`src/rtl/cpu_bus_cycle_timer_if.sv`:
```
// Request/response bundle between the 65816 core and the bus cycle timer.
// The timer takes the slave side; the core (or its stand-in) the master side.
interface cpu_bus_cycle_timer_if;
    logic        req;
    logic        we;
    logic        internal;
    logic [23:0] addr;
    logic        memsel_fast;
    logic        refresh_req;
    logic        done;
    logic        busy;
    logic        rd_n;
    logic        wr_n;
    logic [23:0] bus_addr;
    logic        refresh_active;
    logic [3:0]  cycle_len;

    modport slave (
        input  req, we, internal, addr, memsel_fast, refresh_req,
        output done, busy, rd_n, wr_n, bus_addr, refresh_active, cycle_len
    );

    modport master (
        output req, we, internal, addr, memsel_fast, refresh_req,
        input  done, busy, rd_n, wr_n, bus_addr, refresh_active, cycle_len
    );
endinterface

```
`src/rtl/cpu_bus_cycle_timer.sv`:
```
// Stretches CPU bus requests to 6/8/12 master clocks by address region,
// drives the read/write strobes and inserts the DRAM refresh stall.
module cpu_bus_cycle_timer #(
    parameter int FAST_CYCLES    = 6,
    parameter int SLOW_CYCLES    = 8,
    parameter int XSLOW_CYCLES   = 12,
    parameter int REFRESH_CYCLES = 40
) (
    input logic                   clk,
    input logic                   reset,
    cpu_bus_cycle_timer_if.slave  bus
);
    localparam logic [3:0] FAST     = 4'(FAST_CYCLES);
    localparam logic [3:0] SLOW     = 4'(SLOW_CYCLES);
    localparam logic [3:0] XSLOW    = 4'(XSLOW_CYCLES);
    localparam logic [5:0] REF_LAST = 6'(REFRESH_CYCLES - 1);

    typedef enum logic [1:0] {IDLE, ACCESS, REFRESH} state_t;

    state_t      state, state_d;
    logic [5:0]  cnt, cnt_d;
    logic [3:0]  len, len_d;
    logic        we_q, we_d;
    logic        int_q, int_d;
    logic        pend, pend_d;
    logic [23:0] addr_q, addr_d;
    logic [3:0]  req_len;
    logic [5:0]  acc_last;
    logic        accept;
    logic        strobe;
    logic        fast_hi;

    assign acc_last = {2'b00, len} - 6'd1;
    // Upper half of banks 80-BF and all of C0-FF follow MEMSEL.
    assign fast_hi  = bus.addr[23] && bus.memsel_fast;

    always_comb begin
        req_len = SLOW;
        if (bus.internal) begin
            req_len = FAST;
        end else if (bus.addr[22]) begin
            req_len = fast_hi ? FAST : SLOW;
        end else begin
            unique case (1'b1)
                bus.addr[15]:
                    req_len = fast_hi ? FAST : SLOW;
                bus.addr[15:13] == 3'b000:
                    req_len = SLOW;
                bus.addr[15:13] == 3'b001:
                    req_len = FAST;
                bus.addr[15:9] == 7'b0100000:
                    req_len = XSLOW;
                bus.addr[15:13] == 3'b010 && bus.addr[12:9] != 4'd0:
                    req_len = FAST;
                bus.addr[15:13] == 3'b011:
                    req_len = SLOW;
                default:
                    req_len = SLOW;
            endcase
        end
    end

    always_ff @(posedge clk or posedge reset) begin
        if (reset) begin
            state  <= IDLE;
            cnt    <= 6'd0;
            len    <= 4'd0;
            we_q   <= 1'b0;
            int_q  <= 1'b0;
            pend   <= 1'b0;
            addr_q <= 24'd0;
        end else begin
            state  <= state_d;
            cnt    <= cnt_d;
            len    <= len_d;
            we_q   <= we_d;
            int_q  <= int_d;
            pend   <= pend_d;
            addr_q <= addr_d;
        end
    end

    always_comb begin
        state_d = state;
        cnt_d   = cnt;
        len_d   = len;
        we_d    = we_q;
        int_d   = int_q;
        addr_d  = addr_q;
        pend_d  = pend | bus.refresh_req;
        accept  = 1'b0;
        unique case (state)
            IDLE: begin
                accept = 1'b1;
            end
            ACCESS: begin
                cnt_d  = cnt + 6'd1;
                accept = (cnt == acc_last);
            end
            REFRESH: begin
                cnt_d  = cnt + 6'd1;
                accept = (cnt == REF_LAST);
            end
            default: begin
                state_d = IDLE;
            end
        endcase
        // A refresh raised on this very edge still beats the request.
        if (accept) begin
            cnt_d = 6'd0;
            if (pend_d) begin
                state_d = REFRESH;
                pend_d  = 1'b0;
            end else if (bus.req) begin
                state_d = ACCESS;
                len_d   = req_len;
                we_d    = bus.we;
                int_d   = bus.internal;
                addr_d  = bus.addr;
            end else begin
                state_d = IDLE;
            end
        end
    end

    assign strobe             = (state == ACCESS) && !int_q && (cnt >= 6'd2);
    assign bus.done           = (state == ACCESS) && (cnt == acc_last);
    assign bus.busy           = (state != IDLE);
    assign bus.rd_n           = !(strobe && !we_q);
    assign bus.wr_n           = !(strobe && we_q);
    assign bus.bus_addr       = addr_q;
    assign bus.refresh_active = (state == REFRESH);
    assign bus.cycle_len      = (state == ACCESS) ? len : 4'd0;
endmodule

```
`src/flat_wrapper.sv`:
```
// flat-port wrapper written by rule: the top's interface ports become plain ports
module cpu_bus_cycle_timer_flat 
#(
    parameter int FAST_CYCLES    = 6,
    parameter int SLOW_CYCLES    = 8,
    parameter int XSLOW_CYCLES   = 12,
    parameter int REFRESH_CYCLES = 40
)
  (clk, reset, bus_req, bus_we, bus_internal, bus_addr, bus_memsel_fast, bus_refresh_req, bus_done, bus_busy, bus_rd_n, bus_wr_n, bus_bus_addr, bus_refresh_active, bus_cycle_len);
  cpu_bus_cycle_timer_if bus_i ();
  input logic clk;
  input logic reset;
  input wire logic [$bits(bus_i.req)-1:0] bus_req;
  input wire logic [$bits(bus_i.we)-1:0] bus_we;
  input wire logic [$bits(bus_i.internal)-1:0] bus_internal;
  input wire logic [$bits(bus_i.addr)-1:0] bus_addr;
  input wire logic [$bits(bus_i.memsel_fast)-1:0] bus_memsel_fast;
  input wire logic [$bits(bus_i.refresh_req)-1:0] bus_refresh_req;
  output wire logic [$bits(bus_i.done)-1:0] bus_done;
  output wire logic [$bits(bus_i.busy)-1:0] bus_busy;
  output wire logic [$bits(bus_i.rd_n)-1:0] bus_rd_n;
  output wire logic [$bits(bus_i.wr_n)-1:0] bus_wr_n;
  output wire logic [$bits(bus_i.bus_addr)-1:0] bus_bus_addr;
  output wire logic [$bits(bus_i.refresh_active)-1:0] bus_refresh_active;
  output wire logic [$bits(bus_i.cycle_len)-1:0] bus_cycle_len;
  assign bus_i.req = bus_req;
  assign bus_i.we = bus_we;
  assign bus_i.internal = bus_internal;
  assign bus_i.addr = bus_addr;
  assign bus_i.memsel_fast = bus_memsel_fast;
  assign bus_i.refresh_req = bus_refresh_req;
  assign bus_done = bus_i.done;
  assign bus_busy = bus_i.busy;
  assign bus_rd_n = bus_i.rd_n;
  assign bus_wr_n = bus_i.wr_n;
  assign bus_bus_addr = bus_i.bus_addr;
  assign bus_refresh_active = bus_i.refresh_active;
  assign bus_cycle_len = bus_i.cycle_len;
  cpu_bus_cycle_timer #(.FAST_CYCLES(FAST_CYCLES), .SLOW_CYCLES(SLOW_CYCLES), .XSLOW_CYCLES(XSLOW_CYCLES), .REFRESH_CYCLES(REFRESH_CYCLES)) u_core (.clk(clk), .reset(reset), .bus(bus_i));
endmodule
```
`config.mk`:
```
export PLATFORM = sky130hd
export DESIGN_NAME = cpu_bus_cycle_timer_flat
export DESIGN_NICKNAME = d
export VERILOG_FILES = /design/src/rtl/cpu_bus_cycle_timer_if.sv /design/src/rtl/cpu_bus_cycle_timer.sv /design/src/flat_wrapper.sv
export SDC_FILE = /design/constraint.sdc
export NUM_CORES = 1
export LEC_CHECK = 0
export BUFFER_PORTS_ARGS = -buffer_cell sky130_fd_sc_hd__buf_2
export CAP_MARGIN = 20
export CORE_MARGIN = 2
export CORE_UTILIZATION = 45
export CTS_BUF_LIST = sky130_fd_sc_hd__clkbuf_4 sky130_fd_sc_hd__clkbuf_8 sky130_fd_sc_hd__clkbuf_16
export DETAILED_ROUTE_END_ITERATION = 8
export GPL_ROUTABILITY_DRIVEN = 1
export GPL_TIMING_DRIVEN = 0
export PLACE_DENSITY = 0.85
export RECOVER_POWER = 100
export SKIP_CTS_REPAIR_TIMING = 1
export SLEW_MARGIN = 15
export SYNTH_ARGS = -nofsm -noshare
export SYNTH_HDL_FRONTEND = slang
export SYNTH_SLANG_ARGS = --single-unit
```
`constraint.sdc`:
```
create_clock -name clk -period 3.1 [get_ports clk]
set_input_delay 0.465 -clock clk [delete_from_list [all_inputs] [get_ports clk]]
set_output_delay 0.465 -clock clk [all_outputs]
set_load 0.02 [all_outputs]
```
# After elaboration in Yosys (flattened, before gate mapping)
# Index checks and enable logic that the tools add are counted.
[word_totals] in_bits=31 mem_bits_rw=0 wordCells=52 latchBits=0 output_inout_bits=33 register_bits=39 rom_bits=0 n_memories=0
[classes] eq_ne=8 div=0 mux=13 add_sub_neg=2 n_reduce_logical=19 order_cmp=1 bitwise_logic=2 mul=0 n_shift=0
[op_table] operator="$mux 4" count=4
[op_table] operator="$mux 6" count=2
[op_table] operator="$pmux 4 s3" count=1
[op_table] operator="$eq 7x6->1 const B" count=1
[op_table] operator="$logic_and 1x1->1" count=7
[op_table] operator="$add 6x1->6 const B" count=1
[op_table] operator="$eq 6x6->1" count=1
[op_table] operator="$eq 6x6->1 const B" count=1
[op_table] operator="$ge 6x2->1 const B" count=1
[op_table] operator="$mux 2" count=3
[op_table] operator="$sub 4x1->5 const B" count=1
[op_table] operator="$logic_not 1->1" count=4
[op_table] operator="$reduce_bool 2->1" count=2
[op_table] operator="$reduce_bool 4->1" count=1
[op_table] operator="$reduce_or 2->1" count=2
[op_table] operator="$eq 3x1->1 const B" count=1
[op_table] operator="$eq 3x2->1 const B" count=1
[op_table] operator="$pmux 1 s3" count=1
[op_table] operator="$reduce_and 3->1" count=1
[op_table] operator="$reduce_or 3->1" count=1
[op_table] operator="$eq 2x1->1 const B" count=1
[op_table] operator="$eq 2x2->1 const B" count=1
[op_table] operator="$logic_not 2->1" count=1
[op_table] operator="$mux 1" count=2
[op_table] operator="other kinds (3)" count=3

# Depth between registers and ports, before layout
[depth] depth_word=6 mapped_depth=9 depth_no_buf=7

# Least setup slack after synthesis
# OpenSTA, ideal clock, no wires.
[synth_timing] path_kind="register to register" startpoint="register u_core.len[1]" endpoint="register u_core.addr_q[0], in the netlist u_core.bus.bus_addr[0]" arrival_time_ns=2.029 n_path_buf=2 stages_incl_launch_ff=10 setup_time_ns=0.125 synth_period_minus_slack_ns=2.155 required_ns=2.975 slack_ns=0.945 cell_sequence="dfrtp_1 > inv_1 > ha_1 > xnor3_1 > nand4_2 > o211ai_4 > nand3_2 > buf_6 > buf_6 > mux2_4"
[synth_between] elab_chain_len=4
[synth_lines] item="start, declared" line="cpu_bus_cycle_timer.sv:22" rtl="logic [3:0] len, len_d;"
[synth_lines] item="start signal, assigned" line="cpu_bus_cycle_timer.sv:75" rtl="len <= len_d;"
[synth_lines] item="$sub 4x1->5" line="cpu_bus_cycle_timer.sv:33" rtl="assign acc_last = {2'b00, len} - 6'd1;"
[synth_lines] item="$eq 6x6->1" line="cpu_bus_cycle_timer.sv:98" rtl="accept = (cnt == acc_last);"
[synth_lines] item="$pmux 1 s3" line="cpu_bus_cycle_timer.sv:92" rtl="unique case (state)"
[synth_lines] item="$reduce_and 3->1 (no line)"
[synth_lines] item="end signal, assigned" line="cpu_bus_cycle_timer.sv:79" rtl="addr_q <= addr_d;"
[synth_lines] item="end, declared" line="cpu_bus_cycle_timer.sv:26" rtl="logic [23:0] addr_q, addr_d;"
# Every way passes these cells.
# A chain may end at the register's enable or synchronous reset.

# Final worst setup path
[layout_timing] startpoint="register u_core.len[1]" endpoint="register u_core.addr_q[3], in the netlist u_core.bus.bus_addr[3]"
# Same word-level chain as after synthesis.

==> impl_metrics.tcl <==
set metrics [dict create \
    r2r-start "u_core.len[1]$_DFFE_PP0P_" \
    first_pass_iters 4 \
    hold_class "in2async" \
    path_delay_family "compound AO/OA/AOI/OAI gates" \
    grt_overflow 0 \
    fin_skew_ps 5.134 \
    worstRegToRegCells 9 \
    synthCells 141 \
    start_util 0.4595 \
    clock_path_buffers 2 \
    syn-num-nets 175 \
    synth_edf_count 0 \
    critical_path_class "reg2reg" \
    root_buffer "clkbuf_8" \
    totalWireLength_um 3493 \
    placementRows 23 \
    core-area_mm2 0.003943 \
    maxCapViolations 0 \
    timing.rr.end "u_core.bus.bus_addr[3]$_DFFE_PP0P_" \
    power_density_mw_per_mm2 584.9 \
    cts_tree "built" \
    grt_pass1_wl_um 5582 \
    path_buf_inv 3 \
    die-height_um 67.45 \
    avgSynthCellArea_um2 12.85 \
    hpwl_um 2755 \
    post_drt_wl_per_cell_um 13.38 \
    numCtsBuffers 5 \
    leakage_uw 0.001098 \
    antenna_violating_nets_post_route 0 \
    track_usage 0.1657 \
    drive_gt1_frac 0.3270 \
    setup_viol 0 \
    critical_path_required_ps 3270 \
    slew_viol_final 0 \
    synth_ff_type "dfrtp_1" \
    timing.hold.ws_ps 255.6 \
    yosysSeqAreaShare 0.5249 \
    worstMarginPinSlew_ps 1120 \
    crit_slowest_cell "o211ai_1" \
    path_cells "inv_1, ha_1, xnor3_1, nand4_1, o211ai_1, nand3_2, buf_6, buf_6, mux2_1" \
    via_per_inst 4.958 \
    synth_warnings 0 \
    die-width_um 67.45 \
    worstPathMaxFanout 10 \
    slowest_delay_ps 620 \
    max-vdd-ir-drop_mv 0.2945 \
    syn_area_mm2 0.001812 \
    drt_iter0_drc 21 \
    antenna_found_initial 0 \
    antenna_cells 0 \
    fin_crit_sh 0.8479 \
    synth_seq_cells 38 \
    syn2layout_area_growth_pct 22.86 \
    nets 245 \
    dieArea_mm2 0.004550 \
    drc 0 \
    cp_common_cell "buf_6" \
    synth-async-reset-ratio 1.000 \
    io_pins 64 \
    startpoint "u_core.len[1]$_DFFE_PP0P_" \
    min_period_ps 2629 \
    clk_latency_ps 290 \
    synthDistinctLibCells 38 \
    clock-sinks 38 \
    io_buffers 62 \
    fmax_ghz 0.3804 \
    endpoint_kind "flip-flop" \
    status "finished, final reports clean" \
    rsz0062_at_grt "false" \
    crit_path_start_kind "flip-flop" \
    r2r_slack_ps 470 \
    h-tree-depth 2 \
    hold_viol_final 0 \
    clk_transition_reported_paths_ps 70 \
    arrival_ps 2790 \
    vias 1294 \
    timing.setup.tns_ps 0 \
    layout.cells.non_filler 261 \
    slew_headroom 0.2533 \
    placed_cells 254 \
    grt_max_degree 22 \
    gp_congestion 0.8094 \
    grt_pass1_vias 1290 \
]
## state kept, by name, summed over array words and instances, names as in the netlist
| signal | cells |
|---|---|
| u_core.bus.bus_addr | 24 |
| u_core.state | 2 |
| u_core.we_q | 1 |
| u_core.int_q | 1 |
| u_core.cnt | 6 |
| u_core.len | 3 |
| u_core.pend | 1 |
## metal layers
metal	part of all wire	track usage	routed length [um]	vias to the layer above
met3	0.048	0.04833	169	6
li1	-	-	-	628
met5	0	0	0	-
met2	0.51	0.2871	1795	35
met4	0.014	0.06122	48	0
met1	0.42	0.1946	1479	625
## kinds of logic after synthesis
logic type                 Yosys count  share of synthesized area
other                                1                   0.002070
DFF                                 38                     0.5249
buffers and inverters               11                    0.03452
xor gates and xnor gates             6                    0.03660
muxes                               31                     0.2099
and+or+nand+nor                     39                     0.1209
AOI/OAI and AO/OA                   12                    0.05042
adders and majority gates            3                    0.02072
## cells in the final DEF, fill, tap and decap left out, types with 3 or more instances in the layout
master / instances
dfrtp_1: 38
a21oi_1: 3
ha_1: 3
nand2_1: 7
mux2_1: 4
buf_2: 31
nor2_1: 9
inv_1: 5
clkbuf_1: 34
xor2_1: 5
clkbuf_8: 6
nand4_1: 4
nor3b_1: 3
mux2_4: 5
o21ai_0: 4
mux2_2: 20
nor3_1: 3
## metrics by stage
stage | total power, uW | worst slack, ps | area (um^2) | utilization
after floorplan | 826.1 | 945.5 | 1812 | -
after global placement | 889.8 | 764.3 | 2185 | 0.5541
after detailed placement | 911.6 | 756.0 | 2212 | 0.5611
after CTS | 1334 | 707.9 | 2325 | 0.5897
after global routing | 1385 | 295.1 | 2226 | 0.5646
final | 1302 | 471.5 | 2226 | 0.5646
## where the power goes
group,internal (uW),total [uW],switching [uW]
Sequential,553,610,57.1
Combinational,130,270,140
Clock,257,422,165
Total,940,1300,362
## worst max-delay path by stage
stage                                               endpoint  slack [ps]  cells after the start
final                     u_core.bus.bus_addr[3]$_DFFE_PP0P_         470                      9
after global routing      u_core.bus.bus_addr[5]$_DFFE_PP0P_         300                      9
after CTS                                           bus_wr_n         710                      6
after detailed placement  u_core.bus.bus_addr[2]$_DFFE_PP0P_         760                      9
after global placement    u_core.bus.bus_addr[4]$_DFFE_PP0P_         760                      9
after floorplan           u_core.bus.bus_addr[0]$_DFFE_PP0P_         950                      9
## layout make-up
class / count / area (um^2)
Fill cell: 344 / 1717
Sequential cell: 38 / 950.9
Clock inverter: 1 / 30.03
Timing Repair Buffer: 63 / 274.0
Inverter: 5 / 18.77
Buffer: 6 / 43.79
Clock buffer: 6 / 82.58
Multi-Input combinational cell: 92 / 763.2
Tap cell: 50 / 62.56
## synthesized netlist by cell type (2+ instances only)
cell type | n | area [um^2]
nor3b_1 | 3 | 22.52
xor2_1 | 5 | 43.79
and2_1 | 2 | 12.51
mux2i_1 | 2 | 20.02
a21oi_1 | 3 | 15.01
nand4_1 | 3 | 18.77
inv_1 | 5 | 18.77
dfrtp_1 | 38 | 950.9
nand2b_1 | 2 | 12.51
mux2_4 | 9 | 135.1
nor2_1 | 9 | 33.78
o21ai_0 | 4 | 20.02
nor3_1 | 3 | 15.01
nand2_1 | 7 | 26.28
mux2_2 | 20 | 225.2
ha_1 | 3 | 37.54
buf_6 | 2 | 22.52
Note: power is estimated with default switching activity, not from simulation.
